===== src/rtl/mips_fetch_prefetch_queue.sv =====
`timescale 1ns/1ps
// Fetch front end: sequential PC generation, pipelined imem request issue and an
// in-order instruction queue to decode. Optional FETCH_BYPASS_EN forwards responses to decode when the queue is empty.
module mips_fetch_prefetch_queue #(
  parameter int                    Data_Width = 32,
  parameter int                    Depth      = 4,
  parameter logic [Data_Width-1:0] Reset_PC   = '0
) (
  input  logic                         clk,
  input  logic                         rst_n,
  input  logic                         i_fetch_en,
  output logic                         o_imem_req_valid,
  input  logic                         i_imem_req_ready,
  output logic [Data_Width-1:0]        o_imem_req_addr,
  input  logic                         i_imem_rsp_valid,
  input  logic [Data_Width-1:0]        i_imem_rsp_data,
  output logic                         o_inst_valid,
  input  logic                         i_inst_ready,
  output logic [Data_Width-1:0]        o_inst_data,
  output logic [Data_Width-1:0]        o_inst_pc,
  input  logic                         i_redirect_valid,
  input  logic [Data_Width-1:0]        i_redirect_addr,
  output logic [$clog2(Depth+1)-1:0]   o_q_count
);

  localparam int CW = $clog2(Depth + 1);
  localparam int AW = $clog2(Depth);
  localparam logic [CW:0] DEPTH_W = (CW+1)'(Depth);

  typedef enum logic [1:0] {
    S_IDLE,
    S_RUN,
    S_FLUSH
  } state_t;

  state_t                r_state;
  state_t                w_state_nxt;
  logic [Data_Width-1:0] r_fetch_pc;
  logic [CW-1:0]         r_outstanding;
  logic [CW-1:0]         r_discard;
  logic [CW-1:0]         r_count;
  logic [AW-1:0]         r_head;
  logic [AW-1:0]         r_tail;
  logic [AW-1:0]         r_pf_head;
  logic [AW-1:0]         r_pf_tail;
  logic [Data_Width-1:0] r_q_data [Depth];
  logic [Data_Width-1:0] r_q_pc   [Depth];
  logic [Data_Width-1:0] r_pf_pc  [Depth];

  logic                  w_accept;
  logic                  w_rsp;
  logic                  w_drop;
  logic                  w_bypass;
  logic                  w_bypass_take;
  logic                  w_push;
  logic                  w_pop;
  logic [Data_Width-1:0] w_rsp_pc;
  logic [CW:0]           w_inflight;
  logic [CW-1:0]         w_discard_calc;

  assign w_accept   = o_imem_req_valid & i_imem_req_ready;
  assign w_rsp      = i_imem_rsp_valid;
  assign w_rsp_pc   = r_pf_pc[r_pf_head];
  assign w_drop     = w_rsp & ((r_discard != '0) | i_redirect_valid);
  assign w_inflight = {1'b0, r_count} + {1'b0, r_outstanding};

  // Responses still owed by the memory at the moment of a redirect are stale.
  assign w_discard_calc = r_outstanding + CW'(w_accept) - CW'(w_rsp);

`ifdef FETCH_BYPASS_EN
  assign w_bypass = (r_count == '0) && (r_discard == '0) && w_rsp && !i_redirect_valid;
`else
  assign w_bypass = 1'b0;
`endif
  assign w_bypass_take = w_bypass & i_inst_ready;

  assign w_push = w_rsp & ~w_drop & ~w_bypass_take;
  assign w_pop  = (r_count != '0) & i_inst_ready & ~i_redirect_valid;

  // Credit: queued entries plus in-flight requests never exceed the queue size.
  assign o_imem_req_valid = (r_state == S_RUN) & i_fetch_en & ~i_redirect_valid &
                            (w_inflight < DEPTH_W);
  assign o_imem_req_addr  = r_fetch_pc;
  assign o_q_count        = r_count;

  always_comb begin
    o_inst_valid = (r_count != '0);
    o_inst_data  = '0;
    o_inst_pc    = '0;
    if (r_count != '0) begin
      o_inst_data = r_q_data[r_head];
      o_inst_pc   = r_q_pc[r_head];
    end else if (w_bypass) begin
      o_inst_valid = 1'b1;
      o_inst_data  = i_imem_rsp_data;
      o_inst_pc    = w_rsp_pc;
    end
  end

  always_comb begin
    w_state_nxt = r_state;
    if (i_redirect_valid) begin
      if (w_discard_calc != '0) begin
        w_state_nxt = S_FLUSH;
      end else begin
        w_state_nxt = i_fetch_en ? S_RUN : S_IDLE;
      end
    end else begin
      case (r_state)
        S_IDLE: begin
          if (i_fetch_en) w_state_nxt = S_RUN;
        end
        S_RUN: begin
          if (!i_fetch_en) w_state_nxt = S_IDLE;
        end
        S_FLUSH: begin
          if ((r_discard == '0) || ((r_discard == CW'(1)) && w_rsp)) begin
            w_state_nxt = i_fetch_en ? S_RUN : S_IDLE;
          end
        end
        default: w_state_nxt = S_IDLE;
      endcase
    end
  end

  always_ff @(posedge clk or negedge rst_n) begin
    if (!rst_n) begin
      r_state       <= S_IDLE;
      r_fetch_pc    <= Reset_PC;
      r_outstanding <= '0;
      r_discard     <= '0;
    end else begin
      r_state       <= w_state_nxt;
      r_outstanding <= r_outstanding + CW'(w_accept) - CW'(w_rsp);
      // A fresh fetch session after fetch_en rises starts from Reset_PC.
      if (i_redirect_valid) begin
        r_fetch_pc <= i_redirect_addr;
      end else if ((r_state == S_IDLE) && i_fetch_en) begin
        r_fetch_pc <= Reset_PC;
      end else if (w_accept) begin
        r_fetch_pc <= r_fetch_pc + 1'b1;
      end
      if (i_redirect_valid) begin
        r_discard <= w_discard_calc;
      end else if (w_rsp && (r_discard != '0)) begin
        r_discard <= r_discard - CW'(1);
      end
    end
  end

  // Per-request PC FIFO: every response, kept or dropped, retires one entry.
  always_ff @(posedge clk or negedge rst_n) begin
    if (!rst_n) begin
      r_pf_head <= '0;
      r_pf_tail <= '0;
    end else begin
      if (w_accept) r_pf_tail <= r_pf_tail + AW'(1);
      if (w_rsp)    r_pf_head <= r_pf_head + AW'(1);
    end
  end

  always_ff @(posedge clk or negedge rst_n) begin
    if (!rst_n) begin
      r_head  <= '0;
      r_tail  <= '0;
      r_count <= '0;
    end else if (i_redirect_valid) begin
      r_head  <= '0;
      r_tail  <= '0;
      r_count <= '0;
    end else begin
      if (w_push) r_tail <= r_tail + AW'(1);
      if (w_pop)  r_head <= r_head + AW'(1);
      r_count <= r_count + CW'(w_push) - CW'(w_pop);
    end
  end

  always_ff @(posedge clk) begin
    if (w_accept) r_pf_pc[r_pf_tail] <= r_fetch_pc;
    if (w_push) begin
      r_q_data[r_tail] <= i_imem_rsp_data;
      r_q_pc[r_tail]   <= w_rsp_pc;
    end
  end

endmodule


===== config.mk =====
export PLATFORM = sky130hd
export DESIGN_NAME = mips_fetch_prefetch_queue
export DESIGN_NICKNAME = d
export VERILOG_FILES = /design/src/rtl/mips_fetch_prefetch_queue.sv
export SDC_FILE = /design/constraint.sdc
export NUM_CORES = 1
export LEC_CHECK = 0
export CORE_ASPECT_RATIO = 1.4
export CORE_MARGIN = 2
export CORE_UTILIZATION = 63
export CTS_CLUSTER_DIAMETER = 120
export DETAILED_ROUTE_END_ITERATION = 10
export DONT_BUFFER_PORTS = 1
export PLACE_DENSITY = 0.79
export SLEW_MARGIN = 0
export SYNTH_ARGS = -nofsm -noshare
export SYNTH_HDL_FRONTEND = slang
export SYNTH_SLANG_ARGS = --single-unit

===== constraint.sdc =====
create_clock -name clk -period 3.8 [get_ports clk]
set_input_delay 0.76 -clock clk [delete_from_list [all_inputs] [get_ports clk]]
set_output_delay 0.76 -clock clk [all_outputs]
set_load 0.005 [all_outputs]

==> summary.txt <==
Power and ir drop
  • Clock network fraction of design power: 0.323
  • Sequential power share: 0.487
  • Comb power frac: 0.190
  • Psw: 3310 uW
  • Switching Share: 0.263
  • Cell internal pwr: between 9000 and 10000 uW
  • Power, Total: about 13000 uW
  • Maximum vdd drop: about 0.00054 V
  • P per Cell Area: roughly 650 mW/mm^2
  • Leakage: approximately 0.0062 uW

Die
  • Die Y: 201 um
  • Initial Util: 0.643
  • Number of placement rows: about 70
  • IO Pins: approximately 170
  • Core Area: 0.0270 sq mm
  • Total Die Area: 0.0289 sq mm
  • Horiz. Die Dim: approximately 140 um

Synth
  • Sequential-to-total area share from yosys stat: 0.737
  • Synth Area in Simple Gates: 0.0630
  • Main combinational cell family by area after synthesis: multiplexers
  • Synth Cell Area: ~0.017 sq mm
  • Post-synth net total: between 1000 and 1500
  • Synth cell types: between 50 and 60
  • Compound-Gate Fraction of Synth Area: 0.0385
  • Post-synth top cells: edfxtp_1, mux4_2, and2_1, dfrtp_1, nand2_1
  • Synth area leader: edfxtp_1
  • Synth Flop Type: edfxtp_1
  • Post-Syn Instances: slightly above 900
  • Top-count cell post-synth: edfxtp_1
  • EDFF count, synth: approximately 380
  • Async set or reset register ratio after synthesis: 0.117
  • Avg Inst Size Synth: between 15 and 20 sq um
  • Area contributors post-synth: edfxtp_1, mux4_2, dfrtp_1, and2_1, ha_1
  • Synth warnings: 0
  • Flops & latches, synth: ~440
  • Post-Synth XOR/XNOR Area: 0.00655
  • Synth Area in Adders: 0.0153
  • Area share of the leading cell type in the synthesized netlist: 0.664
  • Mux cell area share after synthesis: 0.124

Placed design
  • HPWL Detailed: 20400 um
  • Routability cong.: 0.897
  • I/O Buffers: 0

Cells and area
  • Layout cells sized above 1: 0.198
  • Layout Nets: about 1000
  • Antenna cells: 0
  • Filler instances: 1681
  • FF+latch area: ~0.013 sq mm
  • Area of the multi-input gates: 0.00431 sq mm
  • Area grow syn2layout: 10.8%

Timing
  • Crit share post-route: 0.831
  • Final hold violation count: 0
  • RSZ-0062 raised after global routing: no
  • Max Slew Vio Count: 0
  • Fin Setup TNS: 0 ns
  • Maximum clock frequency: 0.317 GHz
  • Fin crit period: between 3 and 4 ns
  • Slew Limit Headroom: 0.444
  • Final setup fails: 0
  • Worst-margin pin slew: between 0.8 and 0.9 ns
  • Final worst clock skew: roughly 0.014 ns

Detailed routing
  • DR vias: ~8500
  • DRT Pass-1 Iters: 5
  • Routed WL: approximately 33000 um
  • DR iter-0 viols: 579
  • Routed wire per std cell: roughly 24 um
  • ANT nets after route: 0
  • DR vias/cell: about 6.4
  • Drt drc: 0

Clock tree
  • Htree depth: 2
  • Skew-Pair Late Insertion Delay: roughly 0.53 ns
  • CTS root buf: clkbuf_16
  • Post-CTS Hold Buffers: 1
  • Clk sinks: 435
  • Setup bufs post-CTS: 0
  • Clk buf depth: 3
  • CTS Buf Count: 39
  • PostCTS Resize Cnt: 0
  • CTS tree: yes
  • Clk slew on worst S/H paths: ~0.070 ns

Critical path
  • Reg2reg start: o_q_count[2]
  • CP Data Arrival Time: between 3 and 4 ns
  • Crit Path Max Fanout: 10
  • R2R Setup Slk: 0.64 ns
  • Critical path class: flip-flop to flip-flop
  • Data required, critical path: roughly 4.3 ns
  • RR Endpoint: r_state[0]
  • CP Launch Point: o_q_count[2]
  • R2R depth: 12
  • Setup crit end kind: flip-flop
  • CP startpoint kind: flip-flop

Global routing
  • Vias in the first global route: ~9000
  • Gr usage total: 0.234
  • Global-route wire length before repair: about 50000 um
  • GR Overflow Total: 0
  • Initial antenna violation count: 0
  • Largest net degree at the start of global routing: 68

Job
  • Max Cap Viol: 0

Worst hold path
  • Tightest Hold Check Type: input pin to asynchronous set/reset pin

Run status
  • Outcome: completed
-- kinds of logic after synthesis --
kind of cell,count (synthesis)
AOI/OAI and AO/OA,96
xor gates and xnor gates,13
adders and majority gates,20
buffers and inverters,62
DFF,435
muxes,96
and+or+nand+nor,200
-- worst max-delay path by stage --
stage                                 to  slack, ns  cells past startpoint
after floorplan           r_q_data[0][0]       0.60                      3
after global placement        r_state[0]       0.72                     11
after detailed placement      r_state[0]       0.66                     11
after CTS                  o_inst_pc[31]       0.63                      3
after global routing          r_state[0]       0.43                     12
final                         r_state[0]       0.64                     12
-- power by group through the flow --
stage / logic (uW) / clock network [uW] / registers (uW)
2_1_floorplan: 2030 / 0 / 5930
3_3_place_gp: 2350 / 0 / 6200
3_5_place_dp: 2400 / 0 / 6220
4_1_cts: 2440 / 4130 / 6120
5_1_grt: 2650 / 4300 / 6160
6_report: 2390 / 4060 / 6110
-- critical path, cell delays in order, from the launching register on --
cell and delay [ns]:
dfrtp_1 0.43, ha_1 0.32, nor3_1 0.34, and4_1 0.32
inv_4 0.08, ha_1 0.27, inv_1 0.05, ha_1 0.13
inv_1 0.05, fa_1 0.50, inv_1 0.06, nor4_1 0.37
o21a_1 0.18
-- routing by layer --
layer | GRT usage | wire, um | share of wire | vias to the layer above
met5 | 0 | 0 | 0 | -
met4 | 0.0704 | 805 | 0.025 | 0
met3 | 0.0484 | 2380 | 0.073 | 65
met2 | 0.394 | 16900 | 0.52 | 362
met1 | 0.311 | 12600 | 0.39 | 4321
li1 | - | - | - | 3753
-- per-stage QoR --
stage	setup slack, ns	hold slack, ns	cell area [sq um]	utilization	std cells
final	0.643	0.0623	19300	0.713	1335
after global routing	0.428	0.0775	19300	0.713	1335
after CTS	0.625	0.0773	19300	0.713	1335
after detailed placement	0.662	0.466	17900	0.663	1264
after global placement	0.717	0.466	17900	0.663	1264
after floorplan	0.602	0.464	17400	-	922
-- state kept, by name (all words and copies together) (netlist names) --
| name | flops |
|---|---|
| r_tail | 2 |
| r_pf_head | 2 |
| r_q_data | 128 |
| o_imem_req_addr | 32 |
| o_q_count | 3 |
| r_head | 2 |
| r_discard | 3 |
| r_outstanding | 3 |
| r_pf_pc | 128 |
| r_pf_tail | 2 |
| r_q_pc | 128 |
| r_state | 2 |
-- layout make-up --
type,instances,area share
Multi-Input combinational cell,425,0.224
Sequential cell,435,0.665
Inverter,19,0.00383
Clock inverter,23,0.0139
Timing Repair Buffer,21,0.0138
Clock buffer,47,0.0555
Tap cell,365,0.0237
-- cell usage in the layout, fill, tap and decap left out, types with 5 or more instances in the layout --
cell / Yosys / layout
xnor2_1: 9 / 9
clkinv_1: 0 / 6
edfxtp_1: 384 / 384
o311ai_0: 6 / 6
nand2_1: 44 / 44
nor2_1: 17 / 17
bufinv_16: 0 / 6
o31ai_1: 7 / 7
clkbuf_16: 0 / 41
and4_1: 5 / 5
inv_1: 18 / 18
nand3_1: 20 / 20
buf_12: 0 / 7
a21oi_1: 17 / 17
o21ai_0: 18 / 18
clkinv_2: 0 / 7
nand4_1: 10 / 10
a22o_1: 7 / 7
dfrtp_1: 51 / 47
o211ai_1: 10 / 10
and2_1: 75 / 71
buf_4: 2 / 13
mux4_2: 96 / 96
nor3_1: 7 / 7
ha_1: 18 / 18
Note: power is estimated with default switching activity, not from simulation.
